===== src/rtl/mult_div_unit_if.sv =====
// Bus between the controller/register file and the multiply/divide unit.
// master: drives start/op/operands and observes status and HI/LO.
// slave : the multiply/divide unit itself.
interface mult_div_unit_if;
  logic        start;
  logic [2:0]  op;
  logic [31:0] rs_data;
  logic [31:0] rt_data;
  logic        busy;
  logic        done;
  logic        div_by_zero;
  logic [31:0] hi;
  logic [31:0] lo;

  modport master (
    output start, op, rs_data, rt_data,
    input  busy, done, div_by_zero, hi, lo
  );

  modport slave (
    input  start, op, rs_data, rt_data,
    output busy, done, div_by_zero, hi, lo
  );
endinterface


===== src/rtl/mult_div_unit.sv =====
// Iterative 32-bit multiply/divide unit with private HI/LO registers.
// Ports:
//   clock_in  rising-edge clock
//   res_n     asynchronous active-low reset
//   bus       slave side of mult_div_unit_if:
//             start/op/rs_data/rt_data in; busy/done/div_by_zero/hi/lo out
// op: 000 MULT, 001 MULTU, 010 DIV, 011 DIVU, 100 MTHI, 101 MTLO, 11x no-op.
module mult_div_unit (
  input logic         clock_in,
  input logic         res_n,
  mult_div_unit_if.slave bus
);

  localparam int unsigned W  = 32;
  localparam int unsigned CW = 5;

  typedef enum logic [1:0] {IDLE, RUN, FIX} stateT;

  stateT          state;
  stateT          nextState;
  logic [CW-1:0]  count;
  logic [2*W-1:0] acc;
  logic [W-1:0]   opnd;
  logic           isDivQ;
  logic           signAQ;
  logic           signBQ;
  logic           busyQ;
  logic           doneQ;
  logic           dbzQ;
  logic [W-1:0]   hiQ;
  logic [W-1:0]   loQ;

  // Request decode, only meaningful while idle
  logic         isIdle;
  logic         isArith;
  logic         isDivIn;
  logic         signedIn;
  logic         zeroDivisor;
  logic         acceptArith;
  logic         acceptDz;
  logic [W-1:0] magA;
  logic [W-1:0] magB;

  assign isIdle      = (state == IDLE);
  assign isArith     = ~bus.op[2];
  assign isDivIn     = bus.op[1];
  assign signedIn    = ~bus.op[0];
  assign zeroDivisor = (bus.rt_data == '0);
  assign acceptArith = isIdle && bus.start && isArith && !(isDivIn && zeroDivisor);
  assign acceptDz    = isIdle && bus.start && isArith && isDivIn && zeroDivisor;
  assign magA = (signedIn && bus.rs_data[W-1]) ? -bus.rs_data : bus.rs_data;
  assign magB = (signedIn && bus.rt_data[W-1]) ? -bus.rt_data : bus.rt_data;

  // State register
  always_ff @(posedge clock_in or negedge res_n) begin
    if (!res_n) state <= IDLE;
    else        state <= nextState;
  end

  // Next-state logic
  always_comb begin
    nextState = state;
    case (state)
      IDLE:    if (acceptArith) nextState = RUN;
      RUN:     if (count == CW'(W - 1)) nextState = FIX;
      FIX:     nextState = IDLE;
      default: nextState = IDLE;
    endcase
  end

  // Datapath control strobes
  logic loadOps;
  logic loadDz;
  logic writeHi;
  logic writeLo;
  logic stepRun;
  logic writeFix;

  always_comb begin
    loadOps  = 1'b0;
    loadDz   = 1'b0;
    writeHi  = 1'b0;
    writeLo  = 1'b0;
    stepRun  = 1'b0;
    writeFix = 1'b0;
    case (state)
      IDLE: begin
        loadOps = acceptArith;
        loadDz  = acceptDz;
        writeHi = bus.start && (bus.op == 3'b100);
        writeLo = bus.start && (bus.op == 3'b101);
      end
      RUN:     stepRun  = 1'b1;
      FIX:     writeFix = 1'b1;
      default: ;
    endcase
  end

  // One shift-add step: add multiplicand into the upper half when the
  // current multiplier bit (acc[0]) is set, then shift right.
  logic [W:0]     mulSum;
  logic [2*W-1:0] mulNext;
  assign mulSum  = {1'b0, acc[2*W-1:W]} + {1'b0, (acc[0] ? opnd : '0)};
  assign mulNext = {mulSum, acc[W-1:1]};

  // One restoring step: shift the next dividend bit into the remainder and
  // keep the difference only if it did not borrow.
  logic [W:0]     divDiff;
  logic [2*W-1:0] divNext;
  assign divDiff = {acc[2*W-1:W], acc[W-1]} - {1'b0, opnd};
  assign divNext = divDiff[W] ? {acc[2*W-2:0], 1'b0}
                              : {divDiff[W-1:0], acc[W-2:0], 1'b1};

  // Sign correction applied in FIX; remainder takes the dividend's sign
  logic [2*W-1:0] prodFix;
  logic [W-1:0]   quotFix;
  logic [W-1:0]   remFix;
  assign prodFix = (signAQ ^ signBQ) ? -acc : acc;
  assign quotFix = (signAQ ^ signBQ) ? -acc[W-1:0] : acc[W-1:0];
  assign remFix  = signAQ ? -acc[2*W-1:W] : acc[2*W-1:W];

  // Datapath and registered outputs
  always_ff @(posedge clock_in or negedge res_n) begin
    if (!res_n) begin
      count  <= '0;
      acc    <= '0;
      opnd   <= '0;
      isDivQ <= 1'b0;
      signAQ <= 1'b0;
      signBQ <= 1'b0;
      busyQ  <= 1'b0;
      doneQ  <= 1'b0;
      dbzQ   <= 1'b0;
      hiQ    <= '0;
      loQ    <= '0;
    end else begin
      busyQ <= (nextState != IDLE);
      doneQ <= writeFix || loadDz;
      if (loadOps) begin
        count  <= '0;
        acc    <= {W'(0), (isDivIn ? magA : magB)};
        opnd   <= isDivIn ? magB : magA;
        isDivQ <= isDivIn;
        signAQ <= signedIn && bus.rs_data[W-1];
        signBQ <= signedIn && bus.rt_data[W-1];
        dbzQ   <= 1'b0;
      end else if (stepRun) begin
        count <= CW'(count + CW'(1));
        acc   <= isDivQ ? divNext : mulNext;
      end
      if (loadDz)  dbzQ <= 1'b1;
      if (writeHi) hiQ  <= bus.rs_data;
      if (writeLo) loQ  <= bus.rs_data;
      if (writeFix) begin
        if (isDivQ) begin
          hiQ <= remFix;
          loQ <= quotFix;
        end else begin
          {hiQ, loQ} <= prodFix;
        end
      end
    end
  end

  assign bus.busy        = busyQ;
  assign bus.done        = doneQ;
  assign bus.div_by_zero = dbzQ;
  assign bus.hi          = hiQ;
  assign bus.lo          = loQ;

endmodule


===== src/flat_wrapper.sv =====
// flat-port wrapper written by rule: the top's interface ports become plain ports
module mult_div_unit_flat 
  (clock_in, res_n, bus_start, bus_op, bus_rs_data, bus_rt_data, bus_busy, bus_done, bus_div_by_zero, bus_hi, bus_lo);
  mult_div_unit_if bus_i ();
  input logic clock_in;
  input logic res_n;
  input wire logic [$bits(bus_i.start)-1:0] bus_start;
  input wire logic [$bits(bus_i.op)-1:0] bus_op;
  input wire logic [$bits(bus_i.rs_data)-1:0] bus_rs_data;
  input wire logic [$bits(bus_i.rt_data)-1:0] bus_rt_data;
  output wire logic [$bits(bus_i.busy)-1:0] bus_busy;
  output wire logic [$bits(bus_i.done)-1:0] bus_done;
  output wire logic [$bits(bus_i.div_by_zero)-1:0] bus_div_by_zero;
  output wire logic [$bits(bus_i.hi)-1:0] bus_hi;
  output wire logic [$bits(bus_i.lo)-1:0] bus_lo;
  assign bus_i.start = bus_start;
  assign bus_i.op = bus_op;
  assign bus_i.rs_data = bus_rs_data;
  assign bus_i.rt_data = bus_rt_data;
  assign bus_busy = bus_i.busy;
  assign bus_done = bus_i.done;
  assign bus_div_by_zero = bus_i.div_by_zero;
  assign bus_hi = bus_i.hi;
  assign bus_lo = bus_i.lo;
  mult_div_unit u_core (.clock_in(clock_in), .res_n(res_n), .bus(bus_i));
endmodule

===== config.mk =====
export PLATFORM = sky130hd
export DESIGN_NAME = mult_div_unit_flat
export DESIGN_NICKNAME = d
export VERILOG_FILES = /design/src/rtl/mult_div_unit_if.sv /design/src/rtl/mult_div_unit.sv /design/src/flat_wrapper.sv
export SDC_FILE = /design/constraint.sdc
export NUM_CORES = 1
export LEC_CHECK = 0
export ABC_AREA = 1
export CAP_MARGIN = 5
export CORE_ASPECT_RATIO = 2
export CORE_MARGIN = 2
export CORE_UTILIZATION = 40
export DETAILED_ROUTE_END_ITERATION = 12
export PLACE_DENSITY = 0.63
export SLEW_MARGIN = 20
export SYNTH_ARGS = -nofsm -noshare
export SYNTH_HDL_FRONTEND = slang
export SYNTH_SLANG_ARGS = --single-unit

===== constraint.sdc =====
create_clock -name clock_in -period 3.5 [get_ports clock_in]
set_clock_uncertainty 0.2 [all_clocks]
set_input_delay 0.35 -clock clock_in [delete_from_list [all_inputs] [get_ports clock_in]]
set_output_delay 0.35 -clock clock_in [all_outputs]
set_load 0.1 [all_outputs]

=== Word-level counts from Yosys, hierarchy flattened ===
Cells that the tools add are included.
Widths: inputs -> output; s select.

* Bitwise gates (word level): 3
* Divide/modulo/power cells: 0
* Shifts and indexed selects: 0
* $lt $le $gt $ge: 0
* Reductions and logical operators: 19
* Equality and inequality tests: 5
* $mul: 0
* Multiplexer cells: 31
* Add/sub/neg operators: 8

{| class="wikitable"
|+ Operators with widths
! cell !! count
|-
| $mux 32 || 13
|-
| $mux 64 || 5
|-
| $neg 32->32 || 4
|-
| $neg 64->64 || 1
|-
| $add 32x32->33 || 1
|-
| $sub 33x32->33 || 1
|-
| $logic_not 32->1 || 1
|-
| $logic_and 1x1->1 || 10
|-
| $mux 5 || 2
|-
| $reduce_bool 2->1 || 5
|-
| $mux 1 || 8
|-
| $eq 3x3->1 const B || 2
|-
| $add 5x1->5 const B || 1
|-
| $eq 5x5->1 const B || 1
|-
| $mux 2 || 2
|-
| $pmux 2 s2 || 1
|-
| $eq 2x1->1 const B || 1
|-
| $eq 2x2->1 const B || 1
|-
| $logic_not 2->1 || 1
|-
| $not 1->1 || 2
|-
| $logic_not 1->1 || 1
|-
| $logic_or 1x1->1 || 1
|-
| $xor 1x1->1 || 1
|}

* Memories: 0
* Output and inout bits: 67
* Word-level logic and storage cells: 78
* Register bits: 173
* ROM bits: 0
* Memory bits (writable): 0
* Input bits: 70
* Latch bits: 0

=== Logic depth before layout (Yosys ltp) ===
* Word-level depth: 7
* Gate-level depth with buffers: 22

=== Least setup slack after synthesis ===
OpenSTA, ideal clock, no wires.

* Kind: flip-flop to flip-flop
* Start: register u_core.acc[0]
* End: register u_core.acc[41]
* Cell stages (with the launch flop): 19
* Data arrival time: 2531 ps
* Setup slack: 704 ps
* Library setup time: 65 ps
* Path buffers: 2
* Period minus slack after synthesis: 2796 ps
* Cells stage by stage: dfrtp_1 buf_2 clkbuf_1 nand2_1 inv_1 ha_1 inv_1 fa_1 inv_1 nand3_1 nand2_1 nand2_1 nand2_1 a21oi_1 or2_2 nand3_1 nand2_1 nand3b_1 nand2_1

* Longest elaborated chain between the ends: 5

{| class="wikitable"
|+ Ends and longest elaborated chain
! item !! RTL line !! text
|-
| start, declared || mult_div_unit.sv:22 || <nowiki>logic [2*W-1:0] acc;</nowiki>
|-
| start signal, assigned || mult_div_unit.sv:141 || <nowiki>acc <= {W'(0), (isDivIn ? magA : magB)};</nowiki>
|-
| start signal, assigned || mult_div_unit.sv:149 || <nowiki>acc <= isDivQ ? divNext : mulNext;</nowiki>
|-
| $mux 32 || mult_div_unit.sv:103 || <nowiki>assign mulSum = {1'b0, acc[2*W-1:W]} + {1'b0, (acc[0] ? opnd : '0)};</nowiki>
|-
| $add 32x32->33 || mult_div_unit.sv:103 ||
|-
| $mux 64 || mult_div_unit.sv:149 ||
|-
| $mux 64 || mult_div_unit.sv:147 || <nowiki>end else if (stepRun) begin</nowiki>
|-
| $mux 64 || mult_div_unit.sv:139 || <nowiki>if (loadOps) begin</nowiki>
|}

Every way passes these cells. The select of a mux whose other input is x is not followed.
A chain may end at the register's enable or synchronous reset.

=== Worst setup path after layout ===
* Start: register u_core.acc[35]
* End: register u_core.acc[48]

* Longest elaborated chain between the ends: 5
* Elaborated cells on any way between the ends: 6
* Classes of those cells: add/sub (2); mux (4)

{| class="wikitable"
|+ Ends and longest elaborated chain
! item !! RTL line !! text
|-
| $sub 33x32->33 || mult_div_unit.sv:110 || <nowiki>assign divDiff = {acc[2*W-1:W], acc[W-1]} - {1'b0, opnd};</nowiki>
|-
| $mux 64 || mult_div_unit.sv:111 || <nowiki>assign divNext = divDiff[W] ? {acc[2*W-2:0], 1'b0}</nowiki>
|-
| $mux 64 (*) || mult_div_unit.sv:149 ||
|-
| $mux 64 (*) || mult_div_unit.sv:147 ||
|-
| $mux 64 (*) || mult_div_unit.sv:139 ||
|}

Mark *: on every way between the ends. The rest lies on a longest branch, timed or not. The select of a mux whose other input is x is not followed.

==> flow_results.org <==
** Run status
- Violated checks :: setup timing
- The flow ran to the end, but the final reports show violations.

** Critical path
- The critical path is of the flip-flop to flip-flop type.
- Cell depth of the worst flop-to-flop path :: 12
- Arrival time of data at the critical path endpoint :: 3.74 ns
- Peak per-stage delay on the critical path :: 0.92 ns
- The worst register-to-register path has a setup slack of -0.07 ns.
- The worst setup path is captured at a flip-flop.
- The kind of cell with the highest combined delay along the critical path is simple AND/OR/NAND/NOR gates.
- STA puts the critical path data required time at 3.66 ns.
- The critical path goes through ha_1 -> nand2_1 -> o21ai_1 -> nand2_1 -> nand2_1 -> nand2_1 -> nand4_1 -> nand3_1 -> nand2_1 -> inv_1 -> o21ai_1 -> nand2_1.
- The slowest stage of the critical path is the sky130_fd_sc_hd__o21ai_1 cell.
- Tracing the worst setup path back leads to its startpoint at u_core.acc[35].
- Maximum fanout count along the critical path :: 8
- Reg-to-reg endpoint :: u_core.acc[48]
- CP most frequent cell :: sky130_fd_sc_hd__nand2_1
- RR Startpoint :: u_core.acc[35]
- Startpoint type of the worst setup path :: flip-flop
- Counting both buffers and inverters, the worst setup path holds a total of 1.

** Drt
- Vias per cell :: 5.84
- Drc violations :: 0
- Total via count in the routed design :: 22400
- The first detailed-routing pass took 8 iterations.
- Antenna Violating Nets Remaining :: 0
- In the final routed layout, each cell accounts on average for 27.2 um.
- Summed over all layers, the routed wires come to 104 mm.
- In this run, the number of DRC markers left after iteration 0 of detailed routing was 2010.

** Hold path
- The path with the worst hold slack has its endpoint at u_core.bus.lo[9].
- The worst hold path belongs to the class flip-flop to flip-flop.
- The startpoint identified for the worst hold timing path is u_core.bus.lo[9].
- Number of cells on the worst hold path :: 2

** Clocking
- TritonCTS built the clock tree.
- Clock tree root buffer cell :: sky130_fd_sc_hd__clkbuf_16
- The clock drives 173 sinks.
- Post-CTS Setup Repair Bufs :: 0
- Maximum clock insertion buffer count :: 2
- TritonCTS buffer count :: 17
- The later pin in the worst-skew pair is clocked with a latency of 0.47 ns.
- Clock-pin slew of the registers on the worst-case setup and hold paths :: 0.08 ns
- CTS H-tree depth :: 4

** Synthesis
- For this run, asynchronously set or reset flops after synthesis account for 100%.
- Post-synth net total :: 3240
- Post-synthesis instance area :: 18200 um^2
- A synthesized cell averages 5.86 um^2.
- Proportion of netlist area held by the largest area contributor :: 23.8%
- After technology mapping, the gate count stands at 3098.
- The share of the Yosys chip area taken by registers is 23.8%.
- The most common cell in the synthesized netlist is sky130_fd_sc_hd__nand2_1.
- Counting flops with a built-in enable in the synthesized netlist gives 0.
- Total of warnings raised by yosys :: 0
- Synthesis inferred 173 register bits.
- Post-synth top area cell :: sky130_fd_sc_hd__dfrtp_1
- Counting instances in the post-synthesis netlist gives the leading cell types as sky130_fd_sc_hd__nand2_1 (1101), sky130_fd_sc_hd__inv_1 (438), sky130_fd_sc_hd__nand3_1 (282).
- The number of different library cells used by synthesis comes to 57.
- By area the synthesized netlist is led by sky130_fd_sc_hd__dfrtp_1 (24%), sky130_fd_sc_hd__nand2_1 (23%), sky130_fd_sc_hd__inv_1 (9.1%).
- Prevailing post-synth register cell :: sky130_fd_sc_hd__dfrtp_1

** Floorplanning
- The die covers 47200 um^2.
- From left edge to right edge, the die measures 155 um.
- Effective utilization at floorplan :: 40.5%
- After floorplanning, the core was divided into 110 placement rows.
- The total area inside the core boundary comes to 44900 um^2.
- In this run the count of I/O pins placed on the die edge is 137.
- Die height :: 305 um

** Timing
- The final count of hold timing violations is 0.
- Setup repair after global routing left no endpoint under its margin.
- Derived from the worst setup path, the maximum achievable clock frequency is 280 MHz.
- Transition at the pin with the smallest max-transition slack :: 1.10 ns
- Final count of pins violating max slew :: 0
- Final period demand of the worst path :: 3.57 ns
- After layout, the worst path uses 102% of the clock period.
- Hold timing on the final database bottoms out at a slack of 0.299 ns.
- Final number of setup-violating endpoints :: 1
- Worst slew margin relative to its limit :: 26.6%
- After layout, the worst setup slack is -0.0716 ns.

** Placed design
- After legalization and detailed placement, the total HPWL measured 84.2 mm.
- Instance area at placement :: 20600 um^2
- Final RePlAce weighted congestion :: 1.12
- Input and output buffers added on the ports amount to 136.

** Final layout
- For this run, the post-layout net count is 3412.
- The finished cells cover 21200 um^2.
- Relative to the synthesized area, the layout overhead comes to 17.0%.
- The post-route netlist has 6.70% of its cells at a drive strength greater than 1.

** GRT
- The number of antenna violations at the first check in global routing is 1.
- After global routing the overflow that remains totals 0.
- Tot GR Track Use :: 44.2%
- First-pass GRT wire length :: 150 mm
- Entering global routing, the biggest net connects 114 pins.
- The via count of the first global-routing pass is 22500.

** Job
- Across the run, the number of max-cap violations was 0.
## what timing repair did
| action | 4_1_cts | 5_1_grt |
|---|---|---|
| hold buffers | 1 | 0 |
| gates resized for setup | 0 | 11 |
| hold endpoints to repair | 80 | 0 |
| endpoints found under the setup margin | 0 | 18 |
## kinds of logic after synthesis
logic type                 synth area share [%]
adders and majority gates                  5.04
buffers and inverters                      12.2
and+or+nand+nor                            41.4
AOI/OAI and AO/OA                          14.2
xor gates and xnor gates                   3.33
DFF                                        23.8
## layout make-up
cell class	instances	area, um^2
well taps	560	701
repair buffers	251	2320
diodes	1	2.50
flip-flops and latches	173	4340
clock inverters	10	82.6
inverters	448	1680
fillers	4886	23600
clock buffers	21	460
multi-input cells	2379	11700
## cell usage in the layout (no fill, tap or decap), types with 17 or more instances in the layout
cell                              Yosys  routed
sky130_fd_sc_hd__a21oi_1            116     115
sky130_fd_sc_hd__buf_4                0     107
sky130_fd_sc_hd__clkbuf_16            0      17
sky130_fd_sc_hd__clkdlybuf4s50_1      0     135
sky130_fd_sc_hd__dfrtp_1            173     168
sky130_fd_sc_hd__ha_1                70      70
sky130_fd_sc_hd__inv_1              438     437
sky130_fd_sc_hd__nand2_1           1101    1101
sky130_fd_sc_hd__nand3_1            282     282
sky130_fd_sc_hd__nand4_1             36      36
sky130_fd_sc_hd__nor2_1             275     269
sky130_fd_sc_hd__nor2_2              13      17
sky130_fd_sc_hd__nor3_1              36      36
sky130_fd_sc_hd__o211ai_1            64      64
sky130_fd_sc_hd__o21ai_0            168     165
sky130_fd_sc_hd__o21ai_1             23      26
sky130_fd_sc_hd__o21bai_1            20      20
sky130_fd_sc_hd__xnor2_1             23      23
sky130_fd_sc_hd__xor2_1              46      45
## layer usage
metal  up-vias  global-route usage, %  share of wire [%]
li1      10300                      -                  -
met1     10300                   37.8                 29
met2      1239                   77.5                 49
met3       616                   9.92                6.5
met4         2                   51.6                 15
met5         -                      0              0.012
## per-stage QoR
stage          util [%]  setup WS, ns  cells  setup TNS (ns)
2_1_floorplan         -         0.704   3098               0
3_3_place_gp       46.0        0.0968   3810               0
3_5_place_dp       46.0         0.109   3810               0
4_1_cts            47.3         0.114   3842               0
5_1_grt            47.3        0.0112   3842               0
6_report           47.3       -0.0716   3843         -0.0716
## registers in the layout (all words and copies together) (netlist names)
| register | count |
|---|---|
| u_core.bus.div_by_zero | 1 |
| u_core.bus.hi | 32 |
| u_core.acc | 64 |
| u_core.signBQ | 1 |
| u_core.bus.done | 1 |
| u_core.isDivQ | 1 |
| u_core.state | 2 |
| u_core.count | 5 |
| u_core.bus.busy | 1 |
| u_core.bus.lo | 32 |
| u_core.signAQ | 1 |
| u_core.opnd | 32 |
## worst max-delay path by stage
stage	endpoint	depth (start not counted)	slack, ns
final	u_core.acc[48]	12	-0.07
after global routing	u_core.acc[48]	12	0.01
after CTS	u_core.acc[58]	18	0.11
after detailed placement	u_core.acc[58]	18	0.11
after global placement	u_core.acc[58]	18	0.1
after floorplan	u_core.acc[41]	18	0.70
## tightest hold or removal path, delay by kind of cell (launching register included)
kind	cells	cell delay, ns
compound gates	1	0.06
flops	1	0.35
simple gates	1	0.05
Power is not shown: default switching activity piles up to over one toggle a cycle in this logic, so the estimate is an artifact.
